--- config.mk ---
export PLATFORM = sky130hd
export DESIGN_NAME = enum_arbiter_flat
export DESIGN_NICKNAME = d
export VERILOG_FILES = /design/src/rtl/enum_arbiter_if.sv /design/src/rtl/enum_arbiter.sv /design/src/flat_wrapper.sv
export SDC_FILE = /design/constraint.sdc
export NUM_CORES = 1
export LEC_CHECK = 0
export CORE_MARGIN = 5
export CORE_UTILIZATION = 56
export DETAILED_ROUTE_END_ITERATION = 10
export PLACE_DENSITY = 0.83
export SLEW_MARGIN = 5
export SYNTH_ARGS = -nofsm -noshare
export SYNTH_HDL_FRONTEND = slang
export SYNTH_SLANG_ARGS = --single-unit
--- constraint.sdc ---
create_clock -name clock -period 3.8 [get_ports clock]
set_input_delay 0.76 -clock clock [delete_from_list [all_inputs] [get_ports clock]]
set_output_delay 0.76 -clock clock [all_outputs]
set_load 0.1 [all_outputs]
--- src/rtl/enum_arbiter_if.sv ---
// Bundle of the enum_arbiter request/response signals.
// The master side drives per-channel stream parameters and requests;
// the slave side (the arbiter) returns acks, end-of-list flags and data.
interface enum_arbiter_if #(
    parameter int N     = 4,
    parameter int WIDTH = 8
);
    localparam int LW = (N > 1) ? $clog2(N) : 1;

    logic [N-1:0]       start;
    logic [N*WIDTH-1:0] min_bus;
    logic [N*WIDTH-1:0] step_bus;
    logic [N*WIDTH-1:0] max_bus;
    logic [N-1:0]       req;
    logic [N-1:0]       ack;
    logic [N-1:0]       eol;
    logic [WIDTH-1:0]   value;
    logic [LW-1:0]      grant_id;

    modport master (
        output start, min_bus, step_bus, max_bus, req,
        input  ack, eol, value, grant_id
    );

    modport slave (
        input  start, min_bus, step_bus, max_bus, req,
        output ack, eol, value, grant_id
    );
endinterface

--- src/rtl/enum_arbiter.sv ---
// N-channel arithmetic-sequence enumerator sharing one output bus.
// Each channel walks cur = min, min+step, ... up to max; a round-robin
// arbiter hands out one element per cycle with one cycle of latency.
module enum_arbiter #(
    parameter int N     = 4,
    parameter int WIDTH = 8
) (
    input  logic          clock,
    input  logic          reset_n,
    enum_arbiter_if.slave bus
);
    localparam int LW = (N > 1) ? $clog2(N) : 1;

    typedef enum logic [1:0] {
        IDLE  = 2'd0,
        FRESH = 2'd1,
        RUN   = 2'd2,
        DONE  = 2'd3
    } ch_state_e;

    // Per-channel stream state
    ch_state_e        st_q   [N];
    ch_state_e        st_d   [N];
    logic [WIDTH-1:0] cur_q  [N];
    logic [WIDTH-1:0] cur_d  [N];
    logic [WIDTH-1:0] step_q [N];
    logic [WIDTH-1:0] step_d [N];
    logic [WIDTH-1:0] max_q  [N];
    logic [WIDTH-1:0] max_d  [N];

    // Arbiter and output registers
    logic [LW-1:0]    last_q, last_d;
    logic [N-1:0]     ack_q, ack_d;
    logic [N-1:0]     eol_q, eol_d;
    logic [WIDTH-1:0] value_q, value_d;
    logic [LW-1:0]    gid_q, gid_d;

    // Unpacked views of the input buses and per-channel eligibility
    logic [WIDTH-1:0] min_in  [N];
    logic [WIDTH-1:0] step_in [N];
    logic [WIDTH-1:0] max_in  [N];
    logic [N-1:0]     elig;

    logic             grant;
    logic [LW-1:0]    win;

    generate
        for (genvar gi = 0; gi < N; gi++) begin : g_ch
            assign min_in[gi]  = bus.min_bus[gi*WIDTH +: WIDTH];
            assign step_in[gi] = bus.step_bus[gi*WIDTH +: WIDTH];
            assign max_in[gi]  = bus.max_bus[gi*WIDTH +: WIDTH];
            // A start in the same cycle pre-empts any grant to this channel
            assign elig[gi] = bus.req[gi] & ~bus.start[gi] &
                              ((st_q[gi] == FRESH) || (st_q[gi] == RUN));
        end
    endgenerate

    // Round-robin pick: scan downward in offset so the nearest channel
    // after last_q is the final (winning) assignment.
    always_comb begin
        logic [LW-1:0] idx;
        grant = 1'b0;
        win   = '0;
        idx   = '0;
        for (int k = N; k >= 1; k--) begin
            idx = last_q + k[LW-1:0];
            if (elig[idx]) begin
                grant = 1'b1;
                win   = idx;
            end
        end
    end

    // Next-state per channel: reload on start, advance or finish on grant.
    // The sum is one bit wider so a carry shows up as nxt > max.
    always_comb begin
        logic [WIDTH:0] nxt;
        nxt = '0;
        for (int c = 0; c < N; c++) begin
            st_d[c]   = st_q[c];
            cur_d[c]  = cur_q[c];
            step_d[c] = step_q[c];
            max_d[c]  = max_q[c];
            nxt       = {1'b0, cur_q[c]} + {1'b0, step_q[c]};
            if (bus.start[c]) begin
                cur_d[c]  = min_in[c];
                step_d[c] = step_in[c];
                max_d[c]  = max_in[c];
                st_d[c]   = (min_in[c] > max_in[c]) ? DONE : FRESH;
            end else if (grant && (win == c[LW-1:0])) begin
                if ((step_q[c] == '0) || (nxt > {1'b0, max_q[c]})) begin
                    st_d[c] = DONE;
                end else begin
                    cur_d[c] = nxt[WIDTH-1:0];
                    st_d[c]  = RUN;
                end
            end
        end
    end

    // Output decode: ack/value/grant_id follow the grant one cycle later,
    // eol tracks the channel's upcoming DONE state so it rises with the last ack.
    always_comb begin
        ack_d   = '0;
        value_d = value_q;
        gid_d   = gid_q;
        last_d  = last_q;
        if (grant) begin
            ack_d   = N'(1) << win;
            value_d = cur_q[win];
            gid_d   = win;
            last_d  = win;
        end
        for (int c = 0; c < N; c++) begin
            eol_d[c] = (st_d[c] == DONE);
        end
    end

    // State and output registers with asynchronous active-low reset
    always_ff @(posedge clock or negedge reset_n) begin
        if (!reset_n) begin
            for (int c = 0; c < N; c++) begin
                st_q[c]   <= IDLE;
                cur_q[c]  <= '0;
                step_q[c] <= '0;
                max_q[c]  <= '0;
            end
            last_q  <= LW'(N - 1);
            ack_q   <= '0;
            eol_q   <= '0;
            value_q <= '0;
            gid_q   <= '0;
        end else begin
            for (int c = 0; c < N; c++) begin
                st_q[c]   <= st_d[c];
                cur_q[c]  <= cur_d[c];
                step_q[c] <= step_d[c];
                max_q[c]  <= max_d[c];
            end
            last_q  <= last_d;
            ack_q   <= ack_d;
            eol_q   <= eol_d;
            value_q <= value_d;
            gid_q   <= gid_d;
        end
    end

    assign bus.ack      = ack_q;
    assign bus.eol      = eol_q;
    assign bus.value    = value_q;
    assign bus.grant_id = gid_q;

endmodule

--- src/flat_wrapper.sv ---
// flat-port wrapper written by rule: the top's interface ports become plain ports
module enum_arbiter_flat 
#(
    parameter int N     = 4,
    parameter int WIDTH = 8
)
  (clock, reset_n, bus_start, bus_min_bus, bus_step_bus, bus_max_bus, bus_req, bus_ack, bus_eol, bus_value, bus_grant_id);
  enum_arbiter_if #(.N(N), .WIDTH(WIDTH)) bus_i ();
  input  logic clock;
  input  logic reset_n;
  input wire logic [$bits(bus_i.start)-1:0] bus_start;
  input wire logic [$bits(bus_i.min_bus)-1:0] bus_min_bus;
  input wire logic [$bits(bus_i.step_bus)-1:0] bus_step_bus;
  input wire logic [$bits(bus_i.max_bus)-1:0] bus_max_bus;
  input wire logic [$bits(bus_i.req)-1:0] bus_req;
  output wire logic [$bits(bus_i.ack)-1:0] bus_ack;
  output wire logic [$bits(bus_i.eol)-1:0] bus_eol;
  output wire logic [$bits(bus_i.value)-1:0] bus_value;
  output wire logic [$bits(bus_i.grant_id)-1:0] bus_grant_id;
  assign bus_i.start = bus_start;
  assign bus_i.min_bus = bus_min_bus;
  assign bus_i.step_bus = bus_step_bus;
  assign bus_i.max_bus = bus_max_bus;
  assign bus_i.req = bus_req;
  assign bus_ack = bus_i.ack;
  assign bus_eol = bus_i.eol;
  assign bus_value = bus_i.value;
  assign bus_grant_id = bus_i.grant_id;
  enum_arbiter #(.N(N), .WIDTH(WIDTH)) u_core (.clock(clock), .reset_n(reset_n), .bus(bus_i));
endmodule
==> run_results.csv <==
group,metric,value,unit
run_status,status,"finished, final reports clean",
final_layout,finish.utilization,71.3,%
timing,worst_slew_pin_slew,1.05,ns
setup_path,critPathKind,"reg2reg",
timing,setup_viol,0,
timing,rsz0062_at_grt,"false",
floorplanning,die_h,132,µm
detailed_routing,met2_length,10100,µm
final_layout,area.growth.synth_to_final,24.6,%
final_layout,final_cell_mix,"122 x clkdlybuf4s50_1, 122 x dfrtp_1, 101 x inv_1",
clock_tree,clock_latency,0.43,ns
setup_path,path_max_fanout,6,
min_path,hold_path_class,"in2async",
power_and_ir_drop,leakage,4.71,nW
synthesis,ys_top_cells_by_area,"dfrtp_1 37%, ha_1 14%, mux2_2 4.9%, inv_1 4.5%, nand2_1 3.6%",
clock_tree,cts_root_buffer,"clkbuf_16",
timing,fmax,282,MHz
timing,holdWs,0.334,ns
global_routing,antenna_found_initial,0,
setup_path,cp_slowest_stage_delay,0.48,ns
clock_tree,cts.path.max_buffers,2,
global_routing,grt_pass1_wl,35100,µm
synthesis,synthFlopType,"dfrtp_1",
final_layout,drive_gt1_share,10.5,%
floorplanning,row_count,44,
setup_path,timing.critical_path.mode_cell,"ha_1",
final_layout,finish.net_count,1202,
setup_path,crit_path_cell_trace,"ha_1, a211oi_1, o21bai_1, a2111oi_1, nor3_1, xor2_1, ha_1, nand4_1, o21ai_0, o31ai_1, nor2_2, a221o_1",
detailed_routing,drc,0,
clock_tree,cts_tree,"done",
global_routing,grt_start_max_net_pins,78,
detailed_routing,detail_route.wl_per_cell,17.8,µm
detailed_routing,drt-pass1-iter-count,5,
global_routing,grt-ovfl-total,0,
placed_design,place_congestion,0.898,
power_and_ir_drop,power_density,679,nW/µm²
synthesis,syn_nets,1080,
floorplanning,die_area,17400,µm²
synthesis,avgSynthCellArea,9.55,µm²
setup_path,reg2reg_slack,0.25,ns
placed_design,placement.io_buffers,123,
detailed_routing,wl_met3,1340,µm
timing,hold_violations,0,
setup_path,cp-start-kind,"flip-flop",
setup_path,slowest_stage,"o31ai_1",
run,max-cap-violations,0,
global_routing,grt_usage,24.7,%
clock_tree,cts_buffers,17,
detailed_routing,wirelength,21300,µm
timing,fin_skew,0.00523,ns
timing,setup-tns-final,0,ns
setup_path,end_kind,"flip-flop",
synthesis,postSynthCellCount,874,
synthesis,yosysWarnings,0,
synthesis,synth-seq-cells,124,
clock_tree,clkTransAtPathRegs,0.06,ns
synthesis,synth_top_area_cell,"dfrtp_1",
floorplanning,core_area,14600,µm²
timing,post-route-min-period,3.55,ns
timing,slew_headroom,29.8,%
detailed_routing,vias_per_cell,6.06,
detailed_routing,dr.first_iter.drc_count,693,
synthesis,ys_types,75,
setup_path,cp.required,4.12,ns
timing,finalMaxSlewViolations,0,
floorplanning,start_util,57.2,%
synthesis,netlist_area,8340,µm²
global_routing,grt_pass1_vias,7155,
floorplanning,io_pins,124,
setup_path,cp.arrival,3.86,ns
synthesis,synth_edf_count,0,
synthesis,ys_seq_area_share,37.2,%
detailed_routing,ant_nets,0,
detailed_routing,vias,7229,
detailed_routing,route.layer.met1.wl,9290,µm
final_layout,num_antenna_cells,0,
timing,period_share,93.4,%
synthesis,synth_top_area_share,36.6,%
clock_tree,htree_levels,4,
placed_design,dp_hpwl,16100,µm
detailed_routing,top_layer,"met4",
clock_tree,cts_sinks,124,
power_and_ir_drop,peakVddDrop,0.449,mV
floorplanning,die_x,132,µm
synthesis,async_flop_share,100,%
==> per-stage QoR <==
step	total power, W	area (µm²)	worst slack [ns]	cells
2_1_floorplan	0.00435	8340	0.384	874
3_3_place_gp	0.00520	9760	0.280	1160
3_5_place_dp	0.00528	9760	0.158	1160
4_1_cts	0.00698	10400	0.0182	1192
5_1_grt	0.00748	10400	0.0241	1193
6_report	0.00706	10400	0.250	1193
==> critical path, delay by kind of cell, from the launching register on <==
kind	cells	cell delay (ns)
AOI/OAI and AO/OA	6	1.78
xor gates and xnor gates	1	0.23
adders and majority gates	2	0.62
DFF	1	0.44
and+or+nand+nor	3	0.37
==> state kept, by name, indices dropped and copies added (netlist names) <==
register	flops
u_core.st_q	8
u_core.bus.grant_id	2
u_core.cur_q	32
u_core.max_q	32
u_core.step_q	32
u_core.last_q	2
u_core.bus.ack	4
u_core.bus.value	8
u_core.bus.eol	4
==> cell type report <==
cell class	count	area (µm²)
clock buffer	19	453
clock inverter	13	148
fill	1116	4190
inverter	101	379
multi-input combinational	619	4760
sequential	124	3110
tap	184	230
timing repair buffer	133	1320
==> path summary, 6_finish.rpt <==
kind,endpoint,depth (start not counted),from
max,u_core.cur_q[15],12,u_core.step_q[9]
min,u_core.max_q[4],1,reset_n
max reg2reg,u_core.cur_q[15],12,u_core.step_q[9]
min reg2reg,u_core.bus.value[1],2,u_core.bus.value[1]
max in group asynchronous,u_core.last_q[1],2,reset_n
min in group clock,u_core.bus.value[1],2,u_core.bus.value[1]
==> where the power goes <==
part           switching, W  internal (W)
logic               0.00219       0.00135
registers          0.000262       0.00160
clock network      0.000602       0.00105
==> per-layer routing <==
| layer | GRT usage [%] | vias to the layer above |
|---|---|---|
| met3 | 5.61 | 48 |
| li1 | - | 3457 |
| met5 | 0 | - |
| met2 | 39.7 | 272 |
| met4 | 9.49 | 0 |
| met1 | 32.6 | 3452 |
==> repair_timing <==
| action | in CTS | in global routing |
|---|---|---|
| setup endpoints to repair | 0 | 22 |
| setup buffers | 0 | 1 |
| resized for setup | 0 | 10 |
| hold buffers | 0 | 0 |
==> cell usage after synthesis, types with 5 or more instances <==
master	count
o21ai_0	58
o211ai_1	9
clkbuf_1	18
xor2_1	10
buf_2	9
o311ai_0	17
a21oi_1	27
o21bai_1	8
nor3_1	15
nand4_1	14
nor2_1	28
dfrtp_1	122
o31ai_1	5
xnor2_1	13
and2_1	9
nor4_1	11
ha_1	96
a21o_1	12
o21a_1	13
nand2_1	81
a211oi_1	23
nand3_1	29
inv_1	101
a221o_1	13
nor2b_1	11
mux2_2	36
==> cells by family (layout without fill, tap and decap cells) <==
group	count (synthesis)	after routing	share of synthesized area [%]
compound gates	240	240	20.7
simple gates	214	214	12.3
buf+inv	131	266	6.03
flops	124	124	37.2
fa+ha+maj	100	100	15.4
mux	40	40	5.40
xor+xnor	25	25	2.94
No activity file was read; power rests on OpenSTA's default activity.
